`config.mk`:
```
export PLATFORM = sky130hd
export DESIGN_NAME = cpu_bus_interface_flat
export DESIGN_NICKNAME = d
export VERILOG_FILES = /design/src/rtl/cpu_bus_interface_if.sv /design/src/rtl/cpu_bus_interface.sv /design/src/flat_wrapper.sv
export SDC_FILE = /design/constraint.sdc
export NUM_CORES = 1
export LEC_CHECK = 0
export ABC_AREA = 0
export BUFFER_PORTS_ARGS = -buffer_cell sky130_fd_sc_hd__buf_2
export CAP_MARGIN = 15
export CORE_MARGIN = 2
export CORE_UTILIZATION = 49
export DETAILED_ROUTE_END_ITERATION = 10
export PLACE_DENSITY = 0.92
export SYNTH_ARGS = -nofsm -noshare
export SYNTH_HDL_FRONTEND = slang
export SYNTH_SLANG_ARGS = --single-unit
export TNS_END_PERCENT = 5
```
`constraint.sdc`:
```
create_clock -name i_clk -period 2.4 [get_ports i_clk]
set_input_delay 0.24 -clock i_clk [delete_from_list [all_inputs] [get_ports i_clk]]
set_output_delay 0.24 -clock i_clk [all_outputs]
set_load 0.05 [all_outputs]
```
`src/rtl/cpu_bus_interface_if.sv`:
```
// cpu_bus_interface_if: groups the CPU-side IF/LS request channels and the system bus.
//  master : view used by cpu_bus_interface (drives o_*, samples i_*)
//  slave  : view used by the core/bus environment (drives i_*, samples o_*)
//  IF channel : i_if_req, i_if_addr -> o_if_ready, o_if_valid, o_if_data, o_if_err
//  LS channel : i_ls_req, i_ls_we, i_ls_funct3, i_ls_addr, i_ls_wdata
//               -> o_ls_ready, o_ls_valid, o_ls_rdata, o_ls_err
//  System bus : i_bus_data, i_bus_DV -> o_bus_data, o_bus_address, o_bus_DV, o_bhw, o_write_notread
interface cpu_bus_interface_if #(
    parameter int unsigned ADDR_W = 32
);
    logic              i_if_req;
    logic [ADDR_W-1:0] i_if_addr;
    logic              o_if_ready;
    logic              o_if_valid;
    logic [31:0]       o_if_data;
    logic              o_if_err;

    logic              i_ls_req;
    logic              i_ls_we;
    logic [2:0]        i_ls_funct3;
    logic [ADDR_W-1:0] i_ls_addr;
    logic [31:0]       i_ls_wdata;
    logic              o_ls_ready;
    logic              o_ls_valid;
    logic [31:0]       o_ls_rdata;
    logic              o_ls_err;

    logic [31:0]       i_bus_data;
    logic              i_bus_DV;
    logic [31:0]       o_bus_data;
    logic [ADDR_W-1:0] o_bus_address;
    logic              o_bus_DV;
    logic [2:0]        o_bhw;
    logic              o_write_notread;

    modport master (
        input  i_if_req, i_if_addr,
        output o_if_ready, o_if_valid, o_if_data, o_if_err,
        input  i_ls_req, i_ls_we, i_ls_funct3, i_ls_addr, i_ls_wdata,
        output o_ls_ready, o_ls_valid, o_ls_rdata, o_ls_err,
        input  i_bus_data, i_bus_DV,
        output o_bus_data, o_bus_address, o_bus_DV, o_bhw, o_write_notread
    );

    modport slave (
        output i_if_req, i_if_addr,
        input  o_if_ready, o_if_valid, o_if_data, o_if_err,
        output i_ls_req, i_ls_we, i_ls_funct3, i_ls_addr, i_ls_wdata,
        input  o_ls_ready, o_ls_valid, o_ls_rdata, o_ls_err,
        output i_bus_data, i_bus_DV,
        input  o_bus_data, o_bus_address, o_bus_DV, o_bhw, o_write_notread
    );
endinterface

```
`src/rtl/cpu_bus_interface.sv`:
```
// cpu_bus_interface: two-channel (instruction fetch / load-store) bus master for the RV32 core.
//  Arbitrates IF and LS round-robin onto one bus, one transaction outstanding at a time,
//  replicates store data across byte lanes and returns aligned, extended load data.
//  Ports : i_clk, i_rst_n (async active-low), bus (cpu_bus_interface_if.master).
//  Params: ADDR_W, TIMEOUT_CYCLES, FIRST_PRIO (0 = LS wins first collision, 1 = IF).
//  Option: define CPU_BIU_TIMEOUT_EN to end a silent bus cycle with err after
//          TIMEOUT_CYCLES WAIT cycles; otherwise WAIT holds until i_bus_DV.
module cpu_bus_interface #(
    parameter int unsigned ADDR_W         = 32,
    parameter int unsigned TIMEOUT_CYCLES = 1023,
    parameter int unsigned FIRST_PRIO     = 0
) (
    input logic                 i_clk,
    input logic                 i_rst_n,
    cpu_bus_interface_if.master bus
);

    localparam int unsigned DATA_W = 32;
    localparam int unsigned CNT_W  = (TIMEOUT_CYCLES > 1) ? $clog2(TIMEOUT_CYCLES) : 1;

    localparam logic [1:0] ST_IDLE = 2'd0;
    localparam logic [1:0] ST_REQ  = 2'd1;
    localparam logic [1:0] ST_WAIT = 2'd2;
    localparam logic [1:0] ST_RESP = 2'd3;

    localparam logic [2:0] F3_B  = 3'b000;
    localparam logic [2:0] F3_H  = 3'b001;
    localparam logic [2:0] F3_W  = 3'b010;
    localparam logic [2:0] F3_BU = 3'b100;
    localparam logic [2:0] F3_HU = 3'b101;

`ifdef CPU_BIU_TIMEOUT_EN
    localparam bit TIMEOUT_EN = 1'b1;
`else
    localparam bit TIMEOUT_EN = 1'b0;
`endif

    // Alignment and funct3 legality; IF is always a word access.
    function automatic logic access_ok(input logic is_if, input logic [2:0] f3, input logic [1:0] a);
        logic ok;
        if (is_if) begin
            ok = (a == 2'b00);
        end else begin
            case (f3)
                F3_B, F3_BU: ok = 1'b1;
                F3_H, F3_HU: ok = ~a[0];
                F3_W:        ok = (a == 2'b00);
                default:     ok = 1'b0;
            endcase
        end
        return ok;
    endfunction

    // Replicate the significant store bytes onto every lane they may land on.
    function automatic logic [DATA_W-1:0] store_lanes(input logic [2:0] f3, input logic [DATA_W-1:0] w);
        logic [DATA_W-1:0] r;
        case (f3[1:0])
            2'b00:   r = {4{w[7:0]}};
            2'b01:   r = {2{w[15:0]}};
            default: r = w;
        endcase
        return r;
    endfunction

    // Pick the addressed lane and sign/zero-extend it.
    function automatic logic [DATA_W-1:0] load_extend(input logic [2:0] f3, input logic [1:0] a,
                                                      input logic [DATA_W-1:0] w);
        logic [DATA_W-1:0] sh;
        logic [7:0]        b;
        logic [15:0]       h;
        logic [DATA_W-1:0] r;
        sh = w >> {a, 3'b000};
        b  = sh[7:0];
        h  = a[1] ? w[31:16] : w[15:0];
        case (f3)
            F3_B:    r = {{24{b[7]}}, b};
            F3_BU:   r = {24'd0, b};
            F3_H:    r = {{16{h[15]}}, h};
            F3_HU:   r = {16'd0, h};
            default: r = w;
        endcase
        return r;
    endfunction

    logic [1:0]        state_q, state_d;
    logic              ptr_q, ptr_d;        // 1 = IF wins the next collision
    logic              owner_q, owner_d;    // 1 = transaction belongs to IF
    logic [ADDR_W-1:0] addr_q, addr_d;
    logic [2:0]        bhw_q, bhw_d;
    logic              wnr_q, wnr_d;
    logic [DATA_W-1:0] wdata_q, wdata_d;
    logic              bus_dv_q, bus_dv_d;
    logic [CNT_W-1:0]  cnt_q, cnt_d;
    logic              if_valid_q, if_valid_d;
    logic [DATA_W-1:0] if_data_q, if_data_d;
    logic              if_err_q, if_err_d;
    logic              ls_valid_q, ls_valid_d;
    logic [DATA_W-1:0] ls_rdata_q, ls_rdata_d;
    logic              ls_err_q, ls_err_d;

    logic              if_ready_c, ls_ready_c;
    logic              grant_if, grant_ls;
    logic [2:0]        req_f3;
    logic [ADDR_W-1:0] req_addr;
    logic              req_we;
    logic              resp_fire, resp_err;
    logic [DATA_W-1:0] resp_data;

    // Next-state, arbitration and response formation.
    always_comb begin
        state_d    = state_q;
        ptr_d      = ptr_q;
        owner_d    = owner_q;
        addr_d     = addr_q;
        bhw_d      = bhw_q;
        wnr_d      = wnr_q;
        wdata_d    = wdata_q;
        bus_dv_d   = 1'b0;
        cnt_d      = cnt_q;
        if_valid_d = 1'b0;
        if_data_d  = if_data_q;
        if_err_d   = if_err_q;
        ls_valid_d = 1'b0;
        ls_rdata_d = ls_rdata_q;
        ls_err_d   = ls_err_q;
        if_ready_c = 1'b0;
        ls_ready_c = 1'b0;
        grant_if   = 1'b0;
        grant_ls   = 1'b0;
        req_f3     = F3_W;
        req_addr   = '0;
        req_we     = 1'b0;
        resp_fire  = 1'b0;
        resp_err   = 1'b0;
        resp_data  = '0;

        case (state_q)
            ST_IDLE: begin
                grant_if   = bus.i_if_req & (~bus.i_ls_req | ptr_q);
                grant_ls   = bus.i_ls_req & ~grant_if;
                if_ready_c = grant_if & i_rst_n;
                ls_ready_c = grant_ls & i_rst_n;
                req_f3     = grant_if ? F3_W : bus.i_ls_funct3;
                req_addr   = grant_if ? bus.i_if_addr : bus.i_ls_addr;
                req_we     = grant_ls & bus.i_ls_we;
                if (grant_if | grant_ls) begin
                    owner_d = grant_if;
                    // Only a collision moves the pointer: it goes to the loser.
                    if (bus.i_if_req & bus.i_ls_req) begin
                        ptr_d = grant_ls;
                    end
                    if (access_ok(grant_if, req_f3, req_addr[1:0])) begin
                        state_d  = ST_REQ;
                        bus_dv_d = 1'b1;
                        addr_d   = req_addr;
                        bhw_d    = req_f3;
                        wnr_d    = req_we;
                        wdata_d  = req_we ? store_lanes(req_f3, bus.i_ls_wdata) : '0;
                        cnt_d    = '0;
                    end else begin
                        // Rejected access: no bus cycle, error response next cycle.
                        state_d   = ST_RESP;
                        resp_fire = 1'b1;
                        resp_err  = 1'b1;
                    end
                end
            end
            ST_REQ, ST_WAIT: begin
                if (bus.i_bus_DV) begin
                    state_d   = ST_RESP;
                    resp_fire = 1'b1;
                    if (owner_q) begin
                        resp_data = bus.i_bus_data;
                    end else if (!wnr_q) begin
                        resp_data = load_extend(bhw_q, addr_q[1:0], bus.i_bus_data);
                    end
                end else if (TIMEOUT_EN && (state_q == ST_WAIT) &&
                             (cnt_q == CNT_W'(TIMEOUT_CYCLES - 1))) begin
                    state_d   = ST_RESP;
                    resp_fire = 1'b1;
                    resp_err  = 1'b1;
                end else begin
                    state_d = ST_WAIT;
                    if (TIMEOUT_EN && (state_q == ST_WAIT)) begin
                        cnt_d = cnt_q + CNT_W'(1);
                    end
                end
                // Bus qualifiers are held only while the bus cycle is open.
                if (state_d == ST_RESP) begin
                    addr_d  = '0;
                    bhw_d   = '0;
                    wnr_d   = 1'b0;
                    wdata_d = '0;
                end
            end
            ST_RESP: begin
                state_d = ST_IDLE;
            end
            default: begin
                state_d = ST_IDLE;
            end
        endcase

        if (resp_fire) begin
            if (owner_d) begin
                if_valid_d = 1'b1;
                if_data_d  = resp_data;
                if_err_d   = resp_err;
            end else begin
                ls_valid_d = 1'b1;
                ls_rdata_d = resp_data;
                ls_err_d   = resp_err;
            end
        end
    end

    // State and output registers.
    always_ff @(posedge i_clk or negedge i_rst_n) begin
        if (!i_rst_n) begin
            state_q    <= ST_IDLE;
            ptr_q      <= 1'(FIRST_PRIO);
            owner_q    <= 1'b0;
            addr_q     <= '0;
            bhw_q      <= '0;
            wnr_q      <= 1'b0;
            wdata_q    <= '0;
            bus_dv_q   <= 1'b0;
            cnt_q      <= '0;
            if_valid_q <= 1'b0;
            if_data_q  <= '0;
            if_err_q   <= 1'b0;
            ls_valid_q <= 1'b0;
            ls_rdata_q <= '0;
            ls_err_q   <= 1'b0;
        end else begin
            state_q    <= state_d;
            ptr_q      <= ptr_d;
            owner_q    <= owner_d;
            addr_q     <= addr_d;
            bhw_q      <= bhw_d;
            wnr_q      <= wnr_d;
            wdata_q    <= wdata_d;
            bus_dv_q   <= bus_dv_d;
            cnt_q      <= cnt_d;
            if_valid_q <= if_valid_d;
            if_data_q  <= if_data_d;
            if_err_q   <= if_err_d;
            ls_valid_q <= ls_valid_d;
            ls_rdata_q <= ls_rdata_d;
            ls_err_q   <= ls_err_d;
        end
    end

    assign bus.o_if_ready      = if_ready_c;
    assign bus.o_if_valid      = if_valid_q;
    assign bus.o_if_data       = if_data_q;
    assign bus.o_if_err        = if_err_q;
    assign bus.o_ls_ready      = ls_ready_c;
    assign bus.o_ls_valid      = ls_valid_q;
    assign bus.o_ls_rdata      = ls_rdata_q;
    assign bus.o_ls_err        = ls_err_q;
    assign bus.o_bus_data      = wdata_q;
    assign bus.o_bus_address   = addr_q;
    assign bus.o_bus_DV        = bus_dv_q;
    assign bus.o_bhw           = bhw_q;
    assign bus.o_write_notread = wnr_q;

endmodule

```
`src/flat_wrapper.sv`:
```
// flat-port wrapper written by rule: the top's interface ports become plain ports
module cpu_bus_interface_flat 
#(
    parameter int unsigned ADDR_W         = 32,
    parameter int unsigned TIMEOUT_CYCLES = 1023,
    parameter int unsigned FIRST_PRIO     = 0
)
  (i_clk, i_rst_n, bus_i_if_req, bus_i_if_addr, bus_o_if_ready, bus_o_if_valid, bus_o_if_data, bus_o_if_err, bus_i_ls_req, bus_i_ls_we, bus_i_ls_funct3, bus_i_ls_addr, bus_i_ls_wdata, bus_o_ls_ready, bus_o_ls_valid, bus_o_ls_rdata, bus_o_ls_err, bus_i_bus_data, bus_i_bus_DV, bus_o_bus_data, bus_o_bus_address, bus_o_bus_DV, bus_o_bhw, bus_o_write_notread);
  cpu_bus_interface_if #(.ADDR_W(ADDR_W)) bus_i ();
  input logic i_clk;
  input logic i_rst_n;
  input wire logic [$bits(bus_i.i_if_req)-1:0] bus_i_if_req;
  input wire logic [$bits(bus_i.i_if_addr)-1:0] bus_i_if_addr;
  output wire logic [$bits(bus_i.o_if_ready)-1:0] bus_o_if_ready;
  output wire logic [$bits(bus_i.o_if_valid)-1:0] bus_o_if_valid;
  output wire logic [$bits(bus_i.o_if_data)-1:0] bus_o_if_data;
  output wire logic [$bits(bus_i.o_if_err)-1:0] bus_o_if_err;
  input wire logic [$bits(bus_i.i_ls_req)-1:0] bus_i_ls_req;
  input wire logic [$bits(bus_i.i_ls_we)-1:0] bus_i_ls_we;
  input wire logic [$bits(bus_i.i_ls_funct3)-1:0] bus_i_ls_funct3;
  input wire logic [$bits(bus_i.i_ls_addr)-1:0] bus_i_ls_addr;
  input wire logic [$bits(bus_i.i_ls_wdata)-1:0] bus_i_ls_wdata;
  output wire logic [$bits(bus_i.o_ls_ready)-1:0] bus_o_ls_ready;
  output wire logic [$bits(bus_i.o_ls_valid)-1:0] bus_o_ls_valid;
  output wire logic [$bits(bus_i.o_ls_rdata)-1:0] bus_o_ls_rdata;
  output wire logic [$bits(bus_i.o_ls_err)-1:0] bus_o_ls_err;
  input wire logic [$bits(bus_i.i_bus_data)-1:0] bus_i_bus_data;
  input wire logic [$bits(bus_i.i_bus_DV)-1:0] bus_i_bus_DV;
  output wire logic [$bits(bus_i.o_bus_data)-1:0] bus_o_bus_data;
  output wire logic [$bits(bus_i.o_bus_address)-1:0] bus_o_bus_address;
  output wire logic [$bits(bus_i.o_bus_DV)-1:0] bus_o_bus_DV;
  output wire logic [$bits(bus_i.o_bhw)-1:0] bus_o_bhw;
  output wire logic [$bits(bus_i.o_write_notread)-1:0] bus_o_write_notread;
  assign bus_i.i_if_req = bus_i_if_req;
  assign bus_i.i_if_addr = bus_i_if_addr;
  assign bus_o_if_ready = bus_i.o_if_ready;
  assign bus_o_if_valid = bus_i.o_if_valid;
  assign bus_o_if_data = bus_i.o_if_data;
  assign bus_o_if_err = bus_i.o_if_err;
  assign bus_i.i_ls_req = bus_i_ls_req;
  assign bus_i.i_ls_we = bus_i_ls_we;
  assign bus_i.i_ls_funct3 = bus_i_ls_funct3;
  assign bus_i.i_ls_addr = bus_i_ls_addr;
  assign bus_i.i_ls_wdata = bus_i_ls_wdata;
  assign bus_o_ls_ready = bus_i.o_ls_ready;
  assign bus_o_ls_valid = bus_i.o_ls_valid;
  assign bus_o_ls_rdata = bus_i.o_ls_rdata;
  assign bus_o_ls_err = bus_i.o_ls_err;
  assign bus_i.i_bus_data = bus_i_bus_data;
  assign bus_i.i_bus_DV = bus_i_bus_DV;
  assign bus_o_bus_data = bus_i.o_bus_data;
  assign bus_o_bus_address = bus_i.o_bus_address;
  assign bus_o_bus_DV = bus_i.o_bus_DV;
  assign bus_o_bhw = bus_i.o_bhw;
  assign bus_o_write_notread = bus_i.o_write_notread;
  cpu_bus_interface #(.ADDR_W(ADDR_W), .TIMEOUT_CYCLES(TIMEOUT_CYCLES), .FIRST_PRIO(FIRST_PRIO)) u_core (.i_clk(i_clk), .i_rst_n(i_rst_n), .bus(bus_i));
endmodule
```
======== After elaboration in Yosys (flattened, before gate mapping) ========
Index checks and enable logic that the tools add are counted.
storage, ports and cells
  bits in registers ....................... 141
  latch bits .............................. 0
  memories ................................ 0
  bits of input ports ..................... 137
  memory bits (read-only) ................. 0
  RAM bits ................................ 0
  output and inout bits ................... 139
  word-level logic and storage cells ...... 105
cells by class
  $mul .................................... 0
  shift operators ......................... 1
  mux-type cells .......................... 50
  $lt $le $gt $ge ......................... 0
  reductions and logical operators ........ 13
  add/subtract/negate cells ............... 0
  bitwise gates (word level) .............. 12
  div/mod/pow operators ................... 0
  equal/unequal tests ..................... 15
operators by type and width
  kind                  count
  $mux W32              11
  $pmux W32 S2          3
  $pmux W32 S4          1
  $shr A32 B5 Y8        1
  $mux W1               22
  $mux W16              1
  $eq A3 B3 Y1 const B  4
  $mux W3               4
  $and A1 B1 Y1         6
  $eq A2 B2 Y1 const B  3
  $eq A3 B1 Y1 const B  2
  $logic_not A2 Y1      3
  $logic_not A3 Y1      2
  $mux W2               3
  $ne A2 B1 Y1 const B  3
  $pmux W2 S3           1
  $pmux W3 S2           1
  $reduce_or A2 Y1      3
  $eq A2 B1 Y1 const B  2
  $not A1 Y1            4
  $pmux W1 S2           2
  $reduce_and A2 Y1     2
  $reduce_and A4 Y1     1
  $eq A3 B2 Y1 const B  1
  4 further kinds       5

======== Depth between registers and ports, before layout ========
  word-level depth ........................ 14
  mapped depth ............................ 9

======== Least setup slack after synthesis ========
No wires, ideal clock.
  path kind ............................... reg2reg
  start point ............................. reg u_core.addr_q[0], in the netlist u_core.bus.o_bus_address[0]
  end point ............................... reg u_core.if_data_q[30], in the netlist u_core.bus.o_if_data[30]
  path slack .............................. 0.162 ns
  setup time .............................. 0.121 ns
  period minus slack after synthesis ...... 2.238 ns
  arrival time ............................ 2.118 ns
  required time ........................... 2.279 ns
  cell stages (with the launch flop) ...... 6
  path buffers ............................ 0
  path through ............................ dfrtp_1 > mux2_2 > mux4_2 > a221oi_2 > nor2_1 > a22o_1
between the ends
  cells in the longest elaborated chain, start to end .. 6
ends and longest elaborated chain
  element                 line                      RTL
  start, declared         cpu_bus_interface.sv:88   logic [ADDR_W-1:0] addr_q, addr_d;
  start signal, assigned  cpu_bus_interface.sv:239  addr_q <= addr_d;
  $shr A32 B5 Y8          cpu_bus_interface.sv:72   sh = w >> {a, 3'b000};
  $pmux W32 S4            cpu_bus_interface.sv:75   case (f3)
  $mux W32                cpu_bus_interface.sv:174  end else if (!wnr_q) begin
  $mux W32                cpu_bus_interface.sv:172  if (owner_q) begin
  $mux W32                cpu_bus_interface.sv:169  if (bus.i_bus_DV) begin
  $mux W32                cpu_bus_interface.sv:137  case (state_q)
  end signal, assigned    cpu_bus_interface.sv:246  if_data_q <= if_data_d;
  end, declared           cpu_bus_interface.sv:95   logic [DATA_W-1:0] if_data_q, if_data_d;
No other way between the ends.
A chain may end at the register's enable or synchronous reset.

======== Worst setup path in the final report ========
  start point ............................. reg u_core.state_q[1]
  end point ............................... reg u_core.if_data_q[9], in the netlist u_core.bus.o_if_data[9]
between the ends
  cells in the longest elaborated chain, start to end .. 4
  elaborated cells on any way between the ends .. 8
  classes of those cells .................. eq/ne (2); mux (3); reduce/logical (3)
ends and longest elaborated chain
  element                                              line                      RTL
  start, declared                                      cpu_bus_interface.sv:85   logic [1:0] state_q, state_d;
  start signal, assigned                               cpu_bus_interface.sv:236  state_q <= state_d;
  $eq A2 B1 Y1 / $eq A2 B2 Y1 (equally long branches)  cpu_bus_interface.sv:137
  $reduce_or A2 Y1                                     cpu_bus_interface.sv:137
  $pmux W1 S2                                          cpu_bus_interface.sv:137
  $reduce_and A2 Y1 (no line)                          --
Several ways; a longest one is shown, not always the timed one.

==> impl_metrics.csv <==
group,metric,value,unit
timing,finClkSkew,0.00955,ns
yosys,synth_edf_count,0,
timing,rsz0062_at_grt,"no",
yosys,syn_area,6890,um^2
die,dieWidth,123,um
route,vias,6539,
timing,maxSlewHeadroom,43.4,%
yosys,async_reset_ff_share,100,%
yosys,avgSynthCellArea,10.3,um^2
placement,place_area,8560,um^2
cts,root_buffer,"clkbuf_16",
cts,clkSinkCount,141,
cts,htreeDepth,4,
status,status,"completed",
worst_setup_path,start_kind,"flop",
worst_setup_path,cp.required,2.76,ns
hold_path,min_path_type,"in -> reg",
cts,clock_latency,0.42,ns
global_route,antenna_found_initial,1,
yosys,yosysUniqueCellTypes,55,
power_and_ir_drop,vdd_drop_max,0.000908,V
finish,fillCellCount,1048,
finish,fin_area,9140,um^2
worst_setup_path,path_class,"reg -> reg",
route,drc,0,
power_and_ir_drop,power.density,1670,nW/um^2
finish,synthToLayoutAreaGrowth,32.6,%
worst_setup_path,r2r_cells,9,
yosys,yosys_warnings,0,
worst_setup_path,reg2reg_to,"u_core.bus.o_if_data[9]$_DFFE_PN0P_",
power_and_ir_drop,p_leak,0.00471,uW
timing,worst_pin_slew,0.846,ns
route,drtIter0Drc,698,
die,io_pins,276,
finish,drive_gt1_share,38.1,%
die,fp.dieArea,15000,um^2
placement,place_congestion,0.892,
timing,fin_ws,0.132,ns
timing,hold_violations,0,
finish,fin_nets,1083,
worst_setup_path,worstPathArrival,2.63,ns
worst_setup_path,cp_max_fo,7,
die,rows,43,
hold_path,hold-path-cell-count,3,
route,firstDrtPassIters,6,
placement,dpl.hpwl,16100,um
timing,min_period,2.27,ns
worst_setup_path,crit_path_end_kind,"flop",
cts,cts_tree,"yes",
timing,finalMaxSlewViolations,0,
global_route,grt_overflow_total,0,
yosys,ys_seq_area_share,51.2,%
global_route,grt_pass1_wl,32900,um
timing,fin_crit_sh,94.5,%
global_route,grt_pass1_vias,6321,
cts,cts_buffers,17,
die,core,13800,um^2
route,drtAntennaViolNets,0,
hold_path,hold_path_startpoint,"bus_i_ls_funct3[2]",
die,chipHeight,123,um
timing,clock.fmax,0.441,GHz
timing,finalSetupViolCount,0,
yosys,synth_nets,809,
yosys,synth_cells,670,
yosys,ys.flop_type,"dfrtp_1",
hold_path,hold_end,"u_core.bus.o_bhw[2]$_DFFE_PN0P_",
placement,port_buffers,275,
die,initial_utilization,49.8,%
cts,clk_path_buf_depth,2,
timing,holdWs,0.0876,ns
finish,fin_cells,1138,
placement,dp.cells,1103,
placement,dp_slack,0.0957,ns
worst_setup_path,reg2reg_from,"u_core.state_q[1]$_DFFE_PN0P_",
cts,path_clk_slew,0.06,ns
global_route,grt_max_degree,98,
run,maxCapViolCount,0,
yosys,synth-seq-cells,141,
timing,final.setup.tns,0,ns
route,wirelength,21200,um
route,via_per_inst,5.75,
worst_setup_path,regToRegSetupSlack,0.13,ns
route,wl_per_cell,18.7,um
global_route,grt_use_total,28.7,%
## cell usage in the layout, fill, tap and decap left out, types with 8 or more instances in the layout
master | synthesis | routed
nand2_1 | 123 | 122
a21oi_1 | 24 | 24
o41ai_1 | 8 | 8
o31ai_1 | 44 | 44
mux2_2 | 8 | 8
buf_4 | 0 | 26
o21ai_0 | 39 | 39
nor2_1 | 33 | 32
a22o_1 | 36 | 36
a2111oi_0 | 8 | 8
mux2i_1 | 55 | 55
nor2b_1 | 10 | 10
dfrtp_1 | 141 | 141
buf_2 | 15 | 274
clkbuf_16 | 0 | 17
## worst max-delay path, cell delays in order (launching register included)
cell and delay [ns]:
dfrtp_1 0.36, inv_1 0.06, ha_2 0.37, and2_1 0.30, buf_4 0.18, and2_1 0.15, o31ai_2 0.07, buf_4 0.17
nor3_1 0.31, mux2_2 0.22
## area by class of cell
class	count	area [um^2]	area share (%)
timing repair buffer	306	1670	18.3
multi-input combinational	470	3150	34.5
clock inverter	12	87.6	0.959
sequential	141	3530	38.6
clock buffer	20	447	4.89
tap	180	225	2.46
antenna	1	2.50	0.0274
inverter	8	30.0	0.329
## how the worst max path moves through the flow
stage               slack [ns]                                     to                                     from  cells after the start
floorplan                 0.16   u_core.bus.o_if_data[30]$_DFFE_PN0P_  u_core.bus.o_bus_address[0]$_DFFE_PN0P_                      5
global placement          0.20  u_core.bus.o_ls_rdata[20]$_DFFE_PN0P_            u_core.state_q[0]$_DFFE_PN0P_                      7
detailed placement         0.1  u_core.bus.o_ls_rdata[18]$_DFFE_PN0P_            u_core.state_q[0]$_DFFE_PN0P_                      7
CTS                       0.04                         bus_o_if_ready                 u_core.ptr_q$_DFFE_PN0P_                      5
global route              0.01    u_core.bus.o_if_data[9]$_DFFE_PN0P_            u_core.state_q[1]$_DFFE_PN0P_                      9
finish                    0.13    u_core.bus.o_if_data[9]$_DFFE_PN0P_            u_core.state_q[1]$_DFFE_PN0P_                      9
## state kept, by name, summed over array words and instances (netlist names)
register,flops
u_core.bus.o_bus_address,32
u_core.bus.o_ls_rdata,32
u_core.bus.o_ls_valid,1
u_core.state_q,2
u_core.bus.o_ls_err,1
u_core.bus.o_if_data,32
u_core.bus.o_bus_DV,1
u_core.bus.o_if_valid,1
u_core.owner_q,1
u_core.bus.o_write_notread,1
u_core.bus.o_bhw,3
u_core.bus.o_bus_data,32
u_core.bus.o_if_err,1
u_core.ptr_q,1
## synthesized netlist by cell type, types with 3 or more instances
cell	count	area, um^2
inv_1	6	22.5
a2111oi_0	8	70.1
a211o_1	3	26.3
dfrtp_1	141	3530
nor2_1	33	124
buf_2	15	75.1
mux2_1	7	78.8
nand2b_1	6	37.5
clkbuf_1	31	116
mux2i_1	55	551
o22ai_1	5	31.3
nor2b_1	10	62.6
a21oi_1	24	120
o221ai_1	3	26.3
o21ai_0	39	195
nand2_1	123	462
and2_1	5	31.3
o21a_1	5	37.5
mux2_2	8	90.1
o31ai_1	44	330
nor3_1	8	40.0
a22o_1	36	315
buf_1	4	15.0
o41ai_1	8	70.1
## metal layers
layer / GRT usage (%) / part of all wire [%]
met1: 34.6 / 39
met2: 49.5 / 50
met3: 6.60 / 8.7
met4: 11.8 / 2.8
met5: 0 / 0
## power by group
group,switching (uW),internal [uW],leakage (uW)
combinational,6500,2420,0.00258
sequential,602,3360,0.00187
clock,1040,1350,0.000261
## cells by family (layout without fill, tap and decap cells)
family	count (synthesis)	after routing	share of synthesized area (%)
other	0	1	0
buffers and inverters	59	346	3.60
xor gates and xnor gates	1	1	0.127
adders and majority gates	2	2	0.363
muxes	72	72	11.1
DFF	141	141	51.2
AOI/OAI and AO/OA	200	200	21.4
and+or+nand+nor	195	195	12.2
## per-stage QoR
step | power, uW | util, %
floorplan | 10400 | -
global placement | 12600 | 61.9
detailed placement | 12800 | 61.9
CTS | 15200 | 65.8
global route | 16100 | 66.1
finish | 15300 | 66.1
## repair_timing
item	4_1_cts	5_1_grt
buffers inserted	0	1
hold buffers	1	0
setup endpoints to repair	0	60
gates resized for setup	0	7
hold endpoints to repair	44	0
Power figures use the tool's default switching activity.
